`src/rtl/lu_arbiter.sv`:
```
// lu_arbiter: two-requester round-robin arbiter and sequencer for the shared 16-bit logic unit
module lu_arbiter #(
  parameter int WIDTH = 16,
  parameter int CNT_W = 16
) (
  input  logic             clk,
  input  logic             reset_n,
  input  logic [1:0]       reqValid,
  output logic [1:0]       reqReady,
  input  logic [2:0]       reqOp0,
  input  logic [WIDTH-1:0] reqA0,
  input  logic [WIDTH-1:0] reqB0,
  input  logic [2:0]       reqOp1,
  input  logic [WIDTH-1:0] reqA1,
  input  logic [WIDTH-1:0] reqB1,
  output logic [WIDTH-1:0] luA,
  output logic [WIDTH-1:0] luB,
  output logic             luS1,
  output logic             luS2,
  output logic             luS3,
  input  logic [WIDTH-1:0] luOut,
  output logic [1:0]       rspValid,
  input  logic [1:0]       rspReady,
  output logic [WIDTH-1:0] rspData,
  output logic             busy,
  output logic [CNT_W-1:0] opCount
);
  typedef enum logic [1:0] {IDLE, EXEC, RESP} state_t;
  state_t state, state_nxt;
  logic last, cur, g, take;
  always_ff @(posedge clk or negedge reset_n)
    if (!reset_n) state <= IDLE;
    else state <= state_nxt;
  // On a tie the requester that was not served last wins
  always_comb begin
    g = &reqValid ? ~last : reqValid[1];
    take = state == IDLE && |reqValid;
    state_nxt = state == IDLE ? (take ? EXEC : IDLE) :
                state == EXEC ? RESP :
                state == RESP ? (rspReady[cur] ? IDLE : RESP) : IDLE;
  end
  always_comb begin
    reqReady = take ? (g ? 2'b10 : 2'b01) : 2'b00;
    busy = state != IDLE;
  end
  always_ff @(posedge clk or negedge reset_n)
    if (!reset_n) begin
      luA <= '0;
      luB <= '0;
      {luS1, luS2, luS3} <= 3'b000;
      cur <= 1'b0;
      last <= 1'b1;
      rspData <= '0;
      rspValid <= 2'b00;
      opCount <= '0;
    end else begin
      if (take) begin
        luA <= g ? reqA1 : reqA0;
        luB <= g ? reqB1 : reqB0;
        {luS1, luS2, luS3} <= g ? reqOp1 : reqOp0;
        cur <= g;
      end
      if (state == EXEC) begin
        rspData <= luOut;
        rspValid <= cur ? 2'b10 : 2'b01;
      end
      if (state == RESP && rspReady[cur]) begin
        rspValid <= 2'b00;
        opCount <= opCount + CNT_W'(1);
        last <= cur;
      end
    end
endmodule

```
`config.mk`:
```
export PLATFORM = sky130hd
export DESIGN_NAME = lu_arbiter
export DESIGN_NICKNAME = d
export VERILOG_FILES = /design/src/rtl/lu_arbiter.sv
export SDC_FILE = /design/constraint.sdc
export NUM_CORES = 1
export LEC_CHECK = 0
export BUFFER_PORTS_ARGS = -buffer_cell sky130_fd_sc_hd__buf_2
export CORE_MARGIN = 8
export CORE_UTILIZATION = 35
export DETAILED_ROUTE_END_ITERATION = 8
export PLACE_DENSITY = 0.65
export RECOVER_POWER = 25
export SLEW_MARGIN = 10
export SYNTH_ARGS = -nofsm -noshare
export SYNTH_HDL_FRONTEND = slang
export SYNTH_SLANG_ARGS = --single-unit
```
`constraint.sdc`:
```
create_clock -name clk -period 1.85 [get_ports clk]
set_input_delay 0.0925 -clock clk [delete_from_list [all_inputs] [get_ports clk]]
set_output_delay 0.0925 -clock clk [all_outputs]
set_load 0.01 [all_outputs]
```
* After elaboration in Yosys (flattened, before gate mapping) *
Index checks and enable logic that the tools add are counted.

storage, ports and cells
  flip-flop bits (word level) = 73
  word-level logic and storage cells = 39
  input port bits = 92
  output and inout bits = 72

operators by class
  equality and inequality tests = 2
  reduce and logical (&&, ||, !) cells = 7
  muxes and demuxes = 16
  $add $sub $neg = 1
  bitwise logic cells = 1
  order comparisons = 1

operators by type and width
  kind                                                                           count
  16-bit 2-to-1 mux                                                              2
  2-bit 2-to-1 mux                                                               9
  16-bit by 1-bit adder with 16-bit output (second input constant)               1
  1-bit 2-to-1 mux                                                               4
  2-bit nonzero test                                                             2
  3-bit 2-to-1 mux                                                               1
  2-bit by 1-bit equality test with 1-bit output (second input constant)         1
  2-bit equality test (second input constant)                                    1
  1-bit logical AND                                                              2
  2-bit zero test                                                                1
  1-bit by 2-bit less-than comparator with 1-bit output (second input constant)  1
  2-bit AND reduction                                                            1
  2-bit OR reduction                                                             1
  1-bit NOT                                                                      1

* Longest topological paths before layout *
  depth in word-level cells = 6
  gate-level depth with buffers = 6
  gate-level depth less buffers = 5

* Worst setup path after synthesis *
OpenSTA, ideal clock, no wires.

  path type = flip-flop to flip-flop
  start = reg last
  end = reg luA[10]
  arrival time = 1.402 ns
  clock period less this slack = 1.529 ns
  path buffers = 2
  required time = 1.723 ns
  setup time = 0.127 ns
  slack = 0.321 ns
  cell stages (with the launch flop) = 7
  path through = dfstp_2 > nand2_1 > and3_1 > buf_2 > buf_1 > a222oi_1 > inv_1

on the way
  cells in the longest elaborated chain, start to end = 3

RTL lines
  what                    RTL line  RTL
  from (decl)             30        logic last, cur, g, take;
  from (signal assigned)  70        last <= cur;
  1-bit NOT               36        g = &reqValid ? ~last : reqValid[1];
  1-bit 2-to-1 mux        36
  16-bit 2-to-1 mux       58        luA <= g ? reqA1 : reqA0;
  to (signal assigned)    58
  to (decl)               16        output logic [WIDTH-1:0] luA,

No other way between the ends.
A chain may end at the register's enable or synchronous reset.

* Worst setup path after layout *
  start = reg state[1]
  end = out reqReady[1]

on the way
  cells in the longest elaborated chain, start to end = 3

RTL lines
  what                    RTL line  RTL
  from (decl)             29        state_t state, state_nxt;
  from (signal assigned)  33        else state <= state_nxt;
  2-bit zero test         37        take = state == IDLE && |reqValid;
  1-bit logical AND       37
  2-bit 2-to-1 mux        43        reqReady = take ? (g ? 2'b10 : 2'b01) : 2'b00;
  to (decl)               9         output logic [1:0] reqReady,

No other way between the ends.

==> results by stage <==
Outcome:
- The flow ran to the end, and the final reports show no timing, DRC or antenna violations.

Detailed routing:
- After detailed routing, the number of remaining DRC violations is 0.
- The routed design has 10,600 um of wire.
- The routed wirelength normalized by instance count is 17.5 um.
- The number of routed nets with antenna violations is 0.
- The first routing iteration left 254 violations.
- The vias after detailed routing is 3,023.
- The number of vias per cell is 4.99.
- The first-pass iteration count of the detailed router is 6.

Synthesis:
- Averaged over all synthesized cells, the footprint is 12.6 um^2.
- In the synthesized netlist the async set-or-reset flop fraction comes to 100%.
- The synthesized netlist contains 28 unique library cells.
- The sequential area share after synthesis is 61.4%.
- The top flip-flop cell by instance count after synthesis is sky130_fd_sc_hd__dfrtp_1.
- The count of flip-flops with a built-in enable after synthesis is 0.
- In the post-synthesis netlist, the biggest area contributors are sky130_fd_sc_hd__dfrtp_1 (61%), sky130_fd_sc_hd__a222oi_1 (12%), sky130_fd_sc_hd__mux2_2 (6.8%), sky130_fd_sc_hd__inv_1 (4.8%), sky130_fd_sc_hd__xnor2_1 (3.2%).
- The synthesized net count is 330.
- The synthesized netlist occupies a cell area of 0.00298 mm^2.
- The synthesized design devotes to its leading area cell type 60.6% of total area.
- The library cell occupying the most area in the post-synthesis netlist is sky130_fd_sc_hd__dfrtp_1.
- Counting every instance in the synthesized netlist gives 237.
- In this run, synthesis produced a sequential element count of 73.
- The count of synthesis-stage warnings from yosys is 0.

Timing:
- Setup total negative slack on the finished layout was measured at 0 ns.
- The relative max-transition margin is 40.6%.
- On the final layout, the worst clock skew is 0.00746 ns.
- The clock period could shrink to 1.70 ns.
- In the post-route analysis, the smallest setup slack over all paths is 0.146 ns.
- The share of the clock period used by the worst path after layout is 92.1%.
- Setup violations remaining at the end of the flow were counted as 0.
- Setup repair after global routing left no endpoint under its margin.
- Based on the critical path, the design can be clocked at up to 0.587 GHz.
- The count of final hold-check violations is 0.
- The slew of the pin with the lowest slew margin is 0.891 ns.
- The number of pins exceeding their max-slew limit in the final report is 0.

Power:
- Across the VDD grid, the largest voltage drop is 0.733 mV.
- The power density normalized to cell area is 1400 mW/mm^2.
- Power comes to 7.01 mW.
- For this design the static power due to leakage is 2.62 nW.

Worst setup path:
- The worst register-to-register path ends at opCount[6].
- The kind of start point of the critical path is a flip-flop.
- The critical path is of the reg2out type.
- The largest individual stage delay along the critical path comes from the cell sky130_fd_sc_hd__dfrtp_1.
- The beginning of the critical path is state[1].
- In this run the worst setup path terminates at reqReady[1].
- Traced cell by cell, the critical path runs through nor2_2 > and3_1 > buf_4 > buf_2.
- In this run the worst path has a maximum fanout of 19.
- The cell count of the worst reg-to-reg path is 4.
- The worst setup path is captured at an output port.
- The critical path's largest stage delay is 0.41 ns.
- The worst flop-to-flop path startpoint is cur.
- For the worst setup path, the data arrival time is 1.61 ns.
- The endpoint required time on the critical path is 1.76 ns.
- The setup check on the worst reg-to-reg path leaves a slack of 0.21 ns.

Global routing:
- The number of antenna violations at the first check in global routing is 2.
- Entering global routing, the biggest net connects 38 pins.
- The number of global-route vias before repair was 3,352.
- The first global-routing pass estimated 16,900 um of wire.
- The leftover overflow at the end of global routing is 0.
- Global routing used 18.3% of the available tracks across all layers.

Floorplanning:
- The initial core utilization is 36.2%.
- The number of rows in the core area is 33.
- The core region is 0.00822 mm^2.
- The die covers 0.0117 mm^2.
- In this run the horizontal extent of the chip is 108 um.
- The top-level port count is 164.
- The height of the die is 108 um.

Place:
- Input and output buffers added on the ports amount to 163.
- In this run the cell area measured after placement is 0.00396 mm^2.
- Counting tap cells, the placed design contains a total of 501 instances.
- The weighted congestion at the end of routability-driven global placement is 0.745.
- Detailed placement finished with a half-perimeter wire length of 6760 um.
- The worst setup slack before clock tree synthesis is 0.215 ns.

Run:
- The count of maximum capacitance violations is 0.

Clock tree:
- For the worst-skew pair, the clock arrives at the later sink with an insertion delay of 0.33 ns.
- The clock tree from TritonCTS is yes.
- The clock sink total is 73.
- The number of H-tree branching levels is 3.
- Buffers inserted during clock tree synthesis total 9.
- Clock-pin slew was measured on the worst setup and hold paths at 0.07 ns.
- The tree is rooted in a sky130_fd_sc_hd__clkbuf_8.
- The clock passes through at most 2 buffers.

Layout:
- With fillers left out, the area of the finished cells amounts to 0.00502 mm^2.
- The net count of the finished layout is 586.
- The finished layout holds 606 standard cells, fillers aside.
- The post-synthesis to final-layout area growth is 68.7%.
- The post-route netlist has 42.5% of its cells at a drive strength greater than 1.

Worst hold path:
- The min-delay analysis places its worst path in the category in2reg.
- The hold path startpoint is reqA0[1].
## timing repair
item                                    CTS  global route
endpoints found under the setup margin    0             2
endpoints found under the hold margin    87             0
hold buffers                             86             0
resized for setup                         0             1
setup buffers                             0             0
## report_power, final
group | switching, mW | internal (mW) | total (mW)
clock | 0.567 | 0.689 | 1.26
combinational | 1.58 | 1.46 | 3.03
sequential | 0.442 | 2.28 | 2.72
total | 2.59 | 4.43 | 7.01
## how the worst min path moves through the flow
| stage | endpoint | cells past startpoint |
|---|---|---|
| finish | luA[1] | 3 |
| global placement | rspData[14] | 1 |
| floorplan | cur | 0 |
| CTS | luA[1] | 3 |
| detailed placement | rspData[14] | 1 |
| global route | luA[1] | 3 |
## placed cells by master (no fill, tap or decap)
cell type                       count
sky130_fd_sc_hd__nor4_2             1
sky130_fd_sc_hd__mux2_2            18
sky130_fd_sc_hd__and3_1             4
sky130_fd_sc_hd__nand2_1           10
sky130_fd_sc_hd__inv_1             38
sky130_fd_sc_hd__nand4_1            4
sky130_fd_sc_hd__a21oi_1            2
sky130_fd_sc_hd__xor2_1             4
sky130_fd_sc_hd__buf_4              8
sky130_fd_sc_hd__clkbuf_4           1
sky130_fd_sc_hd__a21o_2             1
sky130_fd_sc_hd__dfrtp_1           72
sky130_fd_sc_hd__ha_1               1
sky130_fd_sc_hd__nor4_4             1
sky130_fd_sc_hd__mux2i_1            1
sky130_fd_sc_hd__bufinv_16          1
sky130_fd_sc_hd__nor2_1             3
sky130_fd_sc_hd__nand3_1            5
sky130_fd_sc_hd__nand2b_1           3
sky130_fd_sc_hd__clkinvlp_4         3
sky130_fd_sc_hd__nor2_2             1
sky130_fd_sc_hd__nor3_1             2
sky130_fd_sc_hd__o21ai_2            1
sky130_fd_sc_hd__buf_2            162
sky130_fd_sc_hd__clkbuf_8          11
sky130_fd_sc_hd__and4_1             1
sky130_fd_sc_hd__diode_2            4
sky130_fd_sc_hd__nor2b_1            1
sky130_fd_sc_hd__clkbuf_2           1
sky130_fd_sc_hd__dlygate4sd3_1     86
sky130_fd_sc_hd__a222oi_1          35
sky130_fd_sc_hd__xnor2_1           11
sky130_fd_sc_hd__o22ai_1            2
sky130_fd_sc_hd__dfstp_2            1
sky130_fd_sc_hd__o21ai_0            1
## kinds of logic after synthesis
kind of cell | count (synthesis) | synth area share [%]
flops | 73 | 61.4
buf+inv | 51 | 6.52
xor+xnor | 15 | 4.42
fa+ha+maj | 1 | 0.420
mux | 19 | 7.15
simple gates | 36 | 6.90
compound gates | 42 | 13.2
## cells in the mapped netlist, drive strengths merged (2+ instances only)
| library cell | instances |
|---|---|
| dfrtp | 72 |
| inv | 38 |
| a222oi | 35 |
| mux2 | 18 |
| xnor2 | 11 |
| nand2 | 10 |
| clkbuf | 9 |
| nand3 | 5 |
| and3 | 4 |
| buf | 4 |
| nand4 | 4 |
| nor2 | 4 |
| xor2 | 4 |
| nand2b | 3 |
| a21oi | 2 |
| nor3 | 2 |
| nor4 | 2 |
| o21ai | 2 |
| o22ai | 2 |
## through the flow
| step | hold WS (ns) | util, % |
|---|---|---|
| after global routing | 0.0220 | 61.0 |
| final | 0.0447 | 61.1 |
| after floorplan | -0.203 | - |
| after detailed placement | 0.0912 | 48.2 |
| after CTS | 0.0188 | 61.1 |
| after global placement | 0.0778 | 48.2 |
## worst max-delay path: cells and delay by family, from the launching register on
family | cells | cell delay [ns]
simple gates | 2 | 0.44
buf+inv | 2 | 0.43
flops | 1 | 0.41
## registers in the layout, summed over array words and instances (netlist names)
signal / count
luS1: 1
state: 2
rspValid: 2
last: 1
luA: 16
luS2: 1
luB: 16
cur: 1
luS3: 1
opCount: 16
rspData: 16
## cell type report
class | instances | area [um^2]
Timing Repair Buffer | 258 | 1740
Clock inverter | 4 | 52.6
Clock buffer | 11 | 151
Sequential cell | 73 | 1830
Tap cell | 105 | 131
Multi-Input combinational cell | 113 | 960
Fill cell | 639 | 3200
Antenna cell | 4 | 10.0
Inverter | 38 | 143
## layer usage
metal	GRT usage, %	vias up	share of wire (%)	routed length [um]
met5	0	-	0	0
met2	28.9	173	49	5190
met1	19.8	1432	37	3890
met3	8.51	33	11	1210
li1	-	1385	-	-
met4	10.8	0	3.2	342
Note: power is estimated with default switching activity, not from simulation.
